<file path="src/rtl/memory_access_if.sv">
// -----------------------------------------------------------------------------
// memory_access_if
//   Data-memory bus between the MEM stage (master) and the data memory or its
//   arbiter (slave).
//
//   master -> slave : dmem_req    request valid, held until dmem_gnt
//                     dmem_we     1 = store, 0 = load
//                     dmem_addr   doubleword-aligned byte address
//                     dmem_wdata  store data, already shifted into its lanes
//                     dmem_wstrb  per-byte write enables
//   slave -> master : dmem_gnt    request accepted this cycle
//                     dmem_rvalid read data valid / store acknowledged
//                     dmem_rdata  full doubleword containing the load
// -----------------------------------------------------------------------------
interface memory_access_if;
   logic        dmem_req;
   logic        dmem_we;
   logic [63:0] dmem_addr;
   logic [63:0] dmem_wdata;
   logic [7:0]  dmem_wstrb;
   logic        dmem_gnt;
   logic        dmem_rvalid;
   logic [63:0] dmem_rdata;

   modport master (
      output dmem_req, dmem_we, dmem_addr, dmem_wdata, dmem_wstrb,
      input  dmem_gnt, dmem_rvalid, dmem_rdata
   );

   modport slave (
      input  dmem_req, dmem_we, dmem_addr, dmem_wdata, dmem_wstrb,
      output dmem_gnt, dmem_rvalid, dmem_rdata
   );
endinterface

</file>
<file path="src/rtl/memory_access.sv">
// -----------------------------------------------------------------------------
// memory_access
//   MEM pipeline stage of a 64-bit RISC-V core. Non-memory instructions pass
//   through to the MEM/WB register in one cycle. Loads and stores are issued on
//   the dmem bus through a three-state FSM (IDLE -> REQ -> WAIT) that stalls the
//   pipeline until the response arrives or the access times out.
//
// Parameters
//   TIMEOUT_CYCLES  max cycles spent in REQ+WAIT before the access is aborted
//                   with a bus_error pulse; 0 disables the timeout.
//
// Configuration macro
//   MISALIGN_TRAP_EN  when defined, misaligned H/W/D accesses are not issued;
//                     they pulse 'misaligned' and pass in one cycle. When not
//                     defined, 'misaligned' is tied low and such accesses go
//                     out with strobes truncated to the doubleword.
//
// Ports
//   clk, rst                     clock, synchronous active-high reset
//   alu_result_in                EX/MEM ALU result (written back for non-mem ops)
//   mem_address_in               EX/MEM effective address
//   mem_write_data_in            EX/MEM store data (rs2)
//   reg_write_in .. mem_to_reg_in EX/MEM control bits
//   rd_addr_in, funct3_in        destination register, access size/sign
//   dmem                         data-memory bus (master modport)
//   mem_stall                    combinational stall of EX/MEM and earlier
//   wb_reg_write, wb_rd_addr, wb_data  registered MEM/WB outputs
//   bus_error, misaligned        registered one-cycle pulses
// -----------------------------------------------------------------------------
module memory_access #(
   parameter int unsigned TIMEOUT_CYCLES = 255
) (
   input  logic                  clk,
   input  logic                  rst,
   input  logic [63:0]           alu_result_in,
   input  logic [63:0]           mem_address_in,
   input  logic [63:0]           mem_write_data_in,
   input  logic                  reg_write_in,
   input  logic                  mem_read_in,
   input  logic                  mem_write_in,
   input  logic                  mem_to_reg_in,
   input  logic [4:0]            rd_addr_in,
   input  logic [2:0]            funct3_in,
   memory_access_if.master       dmem,
   output logic                  mem_stall,
   output logic                  wb_reg_write,
   output logic [4:0]            wb_rd_addr,
   output logic [63:0]           wb_data,
   output logic                  bus_error,
   output logic                  misaligned
);

   localparam int unsigned CNT_W = (TIMEOUT_CYCLES > 1) ? $clog2(TIMEOUT_CYCLES) : 1;
   localparam logic [CNT_W-1:0] CNT_LAST =
      CNT_W'((TIMEOUT_CYCLES > 0) ? TIMEOUT_CYCLES - 1 : 0);

   typedef enum logic [1:0] {
      IDLE = 2'd0,
      REQ  = 2'd1,
      WAIT = 2'd2
   } state_t;

   state_t            state, state_d;
   logic [CNT_W-1:0]  cnt, cnt_d;

   // Operation captured when the access leaves IDLE; drives the bus while stalled.
   logic [63:0]       op_addr;
   logic [63:0]       op_wdata;
   logic [2:0]        op_funct3;
   logic [4:0]        op_rd;
   logic              op_we;
   logic              op_reg_write;
   logic              latch_en;

   logic              mem_op;
   logic              trap;
   logic              timeout_hit;
   logic              stall_raw;

   logic              wb_we_d;
   logic [4:0]        wb_rd_d;
   logic [63:0]       wb_data_d;
   logic              bus_error_d;
   logic              misaligned_d;

   logic [7:0]        strb_base;
   logic [63:0]       lane;
   logic [63:0]       load_data;

   // mem_to_reg is implied by mem_read in this stage; kept for port compatibility.
   logic              unused_mem_to_reg;
   assign unused_mem_to_reg = mem_to_reg_in;

   assign mem_op      = mem_read_in | mem_write_in;
   assign timeout_hit = (TIMEOUT_CYCLES != 0) && (cnt == CNT_LAST);

   // --------------------------------------------------------------------------
   // Misalignment trap
   // --------------------------------------------------------------------------
`ifdef MISALIGN_TRAP_EN
   logic mis_access;

   always_comb begin
      mis_access = 1'b0;
      unique case (funct3_in[1:0])
         2'b00:   mis_access = 1'b0;
         2'b01:   mis_access = mem_address_in[0];
         2'b10:   mis_access = |mem_address_in[1:0];
         default: mis_access = |mem_address_in[2:0];
      endcase
   end

   assign trap = mem_op & mis_access;
`else
   assign trap = 1'b0;
`endif

   // --------------------------------------------------------------------------
   // Bus outputs, driven from the captured operation
   // --------------------------------------------------------------------------
   always_comb begin
      strb_base = 8'h00;
      unique case (op_funct3[1:0])
         2'b00:   strb_base = 8'h01;
         2'b01:   strb_base = 8'h03;
         2'b10:   strb_base = 8'h0F;
         default: strb_base = 8'hFF;
      endcase
   end

   // Strobes shifted past byte 7 are dropped rather than wrapped.
   assign dmem.dmem_req   = (state == REQ) && !rst;
   assign dmem.dmem_we    = op_we;
   assign dmem.dmem_addr  = {op_addr[63:3], 3'b000};
   assign dmem.dmem_wdata = op_wdata << {op_addr[2:0], 3'b000};
   assign dmem.dmem_wstrb = strb_base << op_addr[2:0];

   // --------------------------------------------------------------------------
   // Load lane extraction and extension
   // --------------------------------------------------------------------------
   assign lane = dmem.dmem_rdata >> {op_addr[2:0], 3'b000};

   always_comb begin
      load_data = lane;
      unique case (op_funct3)
         3'b000:  load_data = {{56{lane[7]}},  lane[7:0]};
         3'b001:  load_data = {{48{lane[15]}}, lane[15:0]};
         3'b010:  load_data = {{32{lane[31]}}, lane[31:0]};
         3'b100:  load_data = {56'd0, lane[7:0]};
         3'b101:  load_data = {48'd0, lane[15:0]};
         3'b110:  load_data = {32'd0, lane[31:0]};
         default: load_data = lane;
      endcase
   end

   // --------------------------------------------------------------------------
   // FSM next state and MEM/WB next values
   // --------------------------------------------------------------------------
   always_comb begin
      state_d      = state;
      cnt_d        = cnt;
      latch_en     = 1'b0;
      stall_raw    = 1'b0;
      wb_we_d      = 1'b0;
      wb_rd_d      = wb_rd_addr;
      wb_data_d    = wb_data;
      bus_error_d  = 1'b0;
      misaligned_d = 1'b0;

      unique case (state)
         IDLE: begin
            if (trap) begin
               misaligned_d = 1'b1;
               wb_rd_d      = rd_addr_in;
            end else if (mem_op) begin
               latch_en  = 1'b1;
               stall_raw = 1'b1;
               cnt_d     = '0;
               state_d   = REQ;
            end else begin
               wb_we_d   = reg_write_in && (rd_addr_in != 5'd0);
               wb_rd_d   = rd_addr_in;
               wb_data_d = alu_result_in;
            end
         end

         REQ, WAIT: begin
            // Completion beats timeout; timeout beats a bare grant. A response
            // in REQ only counts when it comes with the grant.
            if ((state == WAIT && dmem.dmem_rvalid) ||
                (state == REQ && dmem.dmem_gnt && dmem.dmem_rvalid)) begin
               state_d = IDLE;
               wb_we_d = !op_we && op_reg_write && (op_rd != 5'd0);
               wb_rd_d = op_rd;
               if (!op_we) begin
                  wb_data_d = load_data;
               end
            end else if (timeout_hit) begin
               state_d     = IDLE;
               bus_error_d = 1'b1;
            end else begin
               stall_raw = 1'b1;
               if (state == REQ && dmem.dmem_gnt) begin
                  state_d = WAIT;
               end
               if (TIMEOUT_CYCLES != 0) begin
                  cnt_d = cnt + CNT_W'(1);
               end
            end
         end

         default: begin
            state_d = IDLE;
         end
      endcase
   end

   assign mem_stall = stall_raw && !rst;

   // --------------------------------------------------------------------------
   // State, captured operation and MEM/WB registers
   // --------------------------------------------------------------------------
   always_ff @(posedge clk) begin
      if (rst) begin
         state        <= IDLE;
         cnt          <= '0;
         op_addr      <= '0;
         op_wdata     <= '0;
         op_funct3    <= '0;
         op_rd        <= '0;
         op_we        <= 1'b0;
         op_reg_write <= 1'b0;
         wb_reg_write <= 1'b0;
         wb_rd_addr   <= '0;
         wb_data      <= '0;
         bus_error    <= 1'b0;
         misaligned   <= 1'b0;
      end else begin
         state        <= state_d;
         cnt          <= cnt_d;
         if (latch_en) begin
            op_addr      <= mem_address_in;
            op_wdata     <= mem_write_data_in;
            op_funct3    <= funct3_in;
            op_rd        <= rd_addr_in;
            op_we        <= mem_write_in;
            op_reg_write <= reg_write_in;
         end
         wb_reg_write <= wb_we_d;
         wb_rd_addr   <= wb_rd_d;
         wb_data      <= wb_data_d;
         bus_error    <= bus_error_d;
         misaligned   <= misaligned_d;
      end
   end

endmodule

</file>
<file path="src/flat_wrapper.sv">
// flat-port wrapper written by rule: the top's interface ports become plain ports
module memory_access_flat 
#(
   parameter int unsigned TIMEOUT_CYCLES = 255
)
  (clk, rst, alu_result_in, mem_address_in, mem_write_data_in, reg_write_in, mem_read_in, mem_write_in, mem_to_reg_in, rd_addr_in, funct3_in, mem_stall, wb_reg_write, wb_rd_addr, wb_data, bus_error, misaligned, dmem_dmem_req, dmem_dmem_we, dmem_dmem_addr, dmem_dmem_wdata, dmem_dmem_wstrb, dmem_dmem_gnt, dmem_dmem_rvalid, dmem_dmem_rdata);
  memory_access_if dmem_i ();
  input  logic clk;
  input  logic rst;
  input  logic [63:0] alu_result_in;
  input  logic [63:0] mem_address_in;
  input  logic [63:0] mem_write_data_in;
  input  logic reg_write_in;
  input  logic mem_read_in;
  input  logic mem_write_in;
  input  logic mem_to_reg_in;
  input  logic [4:0] rd_addr_in;
  input  logic [2:0] funct3_in;
  output logic mem_stall;
  output logic wb_reg_write;
  output logic [4:0] wb_rd_addr;
  output logic [63:0] wb_data;
  output logic bus_error;
  output logic misaligned;
  output wire logic [$bits(dmem_i.dmem_req)-1:0] dmem_dmem_req;
  output wire logic [$bits(dmem_i.dmem_we)-1:0] dmem_dmem_we;
  output wire logic [$bits(dmem_i.dmem_addr)-1:0] dmem_dmem_addr;
  output wire logic [$bits(dmem_i.dmem_wdata)-1:0] dmem_dmem_wdata;
  output wire logic [$bits(dmem_i.dmem_wstrb)-1:0] dmem_dmem_wstrb;
  input wire logic [$bits(dmem_i.dmem_gnt)-1:0] dmem_dmem_gnt;
  input wire logic [$bits(dmem_i.dmem_rvalid)-1:0] dmem_dmem_rvalid;
  input wire logic [$bits(dmem_i.dmem_rdata)-1:0] dmem_dmem_rdata;
  assign dmem_dmem_req = dmem_i.dmem_req;
  assign dmem_dmem_we = dmem_i.dmem_we;
  assign dmem_dmem_addr = dmem_i.dmem_addr;
  assign dmem_dmem_wdata = dmem_i.dmem_wdata;
  assign dmem_dmem_wstrb = dmem_i.dmem_wstrb;
  assign dmem_i.dmem_gnt = dmem_dmem_gnt;
  assign dmem_i.dmem_rvalid = dmem_dmem_rvalid;
  assign dmem_i.dmem_rdata = dmem_dmem_rdata;
  memory_access #(.TIMEOUT_CYCLES(TIMEOUT_CYCLES)) u_core (.clk(clk), .rst(rst), .alu_result_in(alu_result_in), .mem_address_in(mem_address_in), .mem_write_data_in(mem_write_data_in), .reg_write_in(reg_write_in), .mem_read_in(mem_read_in), .mem_write_in(mem_write_in), .mem_to_reg_in(mem_to_reg_in), .rd_addr_in(rd_addr_in), .funct3_in(funct3_in), .dmem(dmem_i), .mem_stall(mem_stall), .wb_reg_write(wb_reg_write), .wb_rd_addr(wb_rd_addr), .wb_data(wb_data), .bus_error(bus_error), .misaligned(misaligned));
endmodule
</file>
<file path="config.mk">
export PLATFORM = sky130hd
export DESIGN_NAME = memory_access_flat
export DESIGN_NICKNAME = d
export VERILOG_FILES = /design/src/rtl/memory_access_if.sv /design/src/rtl/memory_access.sv /design/src/flat_wrapper.sv
export SDC_FILE = /design/constraint.sdc
export NUM_CORES = 1
export LEC_CHECK = 0
export ABC_AREA = 1
export CELL_PAD_IN_SITES_DETAIL_PLACEMENT = 2
export CELL_PAD_IN_SITES_GLOBAL_PLACEMENT = 2
export CORE_MARGIN = 5
export CORE_UTILIZATION = 24
export DETAILED_ROUTE_END_ITERATION = 10
export PLACE_DENSITY_LB_ADDON = 0.25
export SLEW_MARGIN = 25
export SYNTH_ARGS = -nofsm -noshare
export SYNTH_HDL_FRONTEND = slang
export SYNTH_SLANG_ARGS = --single-unit
</file>
<file path="constraint.sdc">
create_clock -name clk -period 3.1 [get_ports clk]
set_input_delay 0.31 -clock clk [delete_from_list [all_inputs] [get_ports clk]]
set_output_delay 0.31 -clock clk [all_outputs]
set_load 0.1 [all_outputs]
</file>
==> impl_metrics.json <==
{
  "clockBufferDepth": 3,
  "ys_seq_area_share_pct": 34.1,
  "num_io_pins": 483,
  "dieWidth_um": 242,
  "ff2ff_path_depth": 10,
  "cts.reportedPaths.clkPinSlew_ps": 60,
  "synth_cell_types": 37,
  "cts-buffers-inserted": 28,
  "drive_gt1_share_pct": 11.6,
  "yosys_warnings": 0,
  "wl_per_cell_um": 23.1,
  "ir_worst_vdd_mv": 0.431,
  "regToRegSetupSlack_ps": 260,
  "htreeDepth": 1,
  "cp.depth": 8,
  "dpl_cell_area_um2": 18400,
  "holdBufCountCts": 0,
  "cts_tree": "yes",
  "finalCriticalPeriod_ps": 2980,
  "grt_pass1_vias": 16800,
  "slew_viol_final": 0,
  "crit_path_max_fanout": 10,
  "critPathKind": "reg2out",
  "hold_viol": 0,
  "design_area_um2": 19500,
  "worst_hold_startpoint": "mem_address_in[53]",
  "worstPathRequired_ps": 2790,
  "synthTopCellsByArea": "dfxtp_1 (34%), o21ai_0 (13%), nand2_1 (12%)",
  "critPathMaxStageDelay_ps": 410,
  "place_hpwl_mm": 52.6,
  "setup_viol": 0,
  "drtIter0Drc": 742,
  "maxCapViolations": 0,
  "grt_pass1_wl_mm": 106,
  "endpoint_kind": "primary output",
  "die_h_um": 242,
  "final_cell_mix": "nand2_1 (408), clkdlybuf4s50_1 (352), o21ai_0 (302)",
  "synth_ff_type": "dfxtp_1",
  "synth_area_um2": 12900,
  "leakage_nw": 8.26,
  "ant_nets": 0,
  "instances_no_fill": 3075,
  "port_buffers": 477,
  "multi_input_area_um2": 7010,
  "cp_top_family": "buffers and inverters",
  "cellPowerDensity_nw_per_um2": 844,
  "rsz0062_at_grt": "no",
  "synth.avg_cell_area_um2": 6.36,
  "layout.nets": 2632,
  "crit_slowest_cell": "dfxtp_2",
  "worstMarginPinSlew_ps": 1050,
  "start_util_pct": 24.3,
  "ys_seq_elements": 219,
  "grt_max_degree": 103,
  "max_freq_mhz": 335,
  "core_area_um2": 52900,
  "cts_root_buf": "clkbuf_16",
  "hold_path_class": "in2reg",
  "yosys.area.top_type": "dfxtp_1",
  "clk_latency_ps": 590,
  "rows": 84,
  "synth_edf_count": 0,
  "final_common_cell": "nand2_1",
  "syn_inst": 2024,
  "fin_crit_sh_pct": 96.2,
  "drc_errors": 0,
  "cp.arrival_ps": 2670,
  "critPathCapture": "dmem_dmem_wdata[17]",
  "gp_congestion": 0.861,
  "crit_buf_inv": 5,
  "gr-total-overflow": 0,
  "rr_endpoint": "u_core.wb_data[1]",
  "async_reset_ff_share_pct": 0,
  "path_cells": "clkinv_2, nor2_4, clkinvlp_4, buf_4, o22ai_1, inv_1, nor2_1, buf_12",
  "drt_wl_total_mm": 71.1,
  "drtPass1Iterations": 4,
  "cp-start-kind": "flop",
  "seq_area_um2": 4390,
  "n_fill_cell": 6157,
  "num_vias": 15300,
  "layout-area-overhead-vs-synth_pct": 51.5,
  "die_area_um2": 58400,
  "final.setup_skew_ps": 32.0,
  "dp_cells": 3008,
  "antenna_found_initial": 16,
  "synth_top_area_share_pct": 34.1,
  "clkSinkCount": 219,
  "startpoint": "u_core.op_addr[1]",
  "drt-vias-per-instance": 4.99,
  "fin_util_pct": 36.9,
  "grt_use_total_pct": 23.0,
  "fin_setup_tns_ps": 0,
  "total_power_w": 0.0165,
  "status": "complete, no violations",
  "slew-limit-headroom_pct": 29.6,
  "r2r-start": "u_core.state[1]"
}
-- Yosys cell counts, types with 3 or more instances --
master	number
ha_1	6
buf_1	21
or2_2	44
o22ai_1	9
nand3_1	142
mux2i_1	23
nand2_1	408
nor3_1	5
o211ai_1	4
o21ai_1	7
inv_2	3
a21oi_1	139
dfxtp_1	219
clkinv_1	4
o21bai_1	9
buf_6	3
o21ai_0	329
xnor2_1	3
clkbuf_1	80
nand4_1	34
a31oi_1	14
buf_4	70
inv_1	87
nor2_1	297
buf_2	48
-- per-stage QoR --
step / setup slack, ps / hold WS, ps
final: 118 / 303
after CTS: 36.7 / 247
after global placement: 354 / 459
after detailed placement: 333 / 475
after global routing: 9.94 / 277
after floorplan: -511 / 388
-- tightest hold or removal path: stages --
cell and delay (ps):
clkdlybuf4s50_1 400, nor2_1 100, nor2_1 50
-- flip-flops by register name, indices dropped and copies added (netlist names), 2 cells and up --
name / count
u_core.op_rd: 5
u_core.op_addr: 64
u_core.wb_data: 64
u_core.state: 2
u_core.wb_rd_addr: 5
u_core.op_wdata: 64
u_core.op_funct3: 3
u_core.cnt: 8
-- logic make-up (layout without fill, tap and decap cells) --
family	Yosys count	after routing	synth area share, %
xor+xnor	5	5	0.340
buf+inv	316	665	11.9
compound gates	516	516	20.7
flops	219	219	34.1
simple gates	938	938	30.6
fa+ha+maj	6	6	0.583
other cells	1	15	0.0291
mux	23	23	1.79
-- what timing repair did --
action	4_1_cts	5_1_grt
resized for setup	2	5
endpoints found under the setup margin	19	10
pin swaps	0	1
gates cloned	1	1
setup buffers	1	1
-- routing by layer --
layer	routed length (µm)	vias to the layer above	share of wire [%]	GRT usage, %
li1	-	7282	-	-
met1	30300	7559	43	28.4
met2	34700	414	49	39.8
met3	4420	80	6.2	5.85
met4	1620	10	2.3	6.28
met5	80	-	0.11	0
-- cell type report --
cell class                      count  area share, %
Multi-Input combinational cell   1492           36.0
Timing Repair Buffer              519           30.1
Clock buffer                       41           4.26
Sequential cell                   219           22.5
Tap cell                          688           4.42
Antenna cell                       11          0.141
Clock inverter                     11          0.680
Inverter                           94           1.87
-- where the power goes --
part	internal [W]	total, W	switching, W
sequential	0.00328	0.00359	0.000309
combinational	0.00257	0.00942	0.00685
clock	0.00203	0.00344	0.00141
total	0.00788	0.0165	0.00857
-- worst min-delay path by stage --
stage / to / slack (ps) / cells after the start
after global placement: u_core.op_wdata[23] / 460 / 2
final: u_core.op_addr[53] / 300 / 3
after global routing: u_core.op_addr[53] / 280 / 3
after floorplan: u_core.cnt[0] / 390 / 1
after detailed placement: u_core.op_wdata[15] / 480 / 2
after CTS: u_core.op_wdata[58] / 250 / 3
Power figures use the tool's default switching activity.
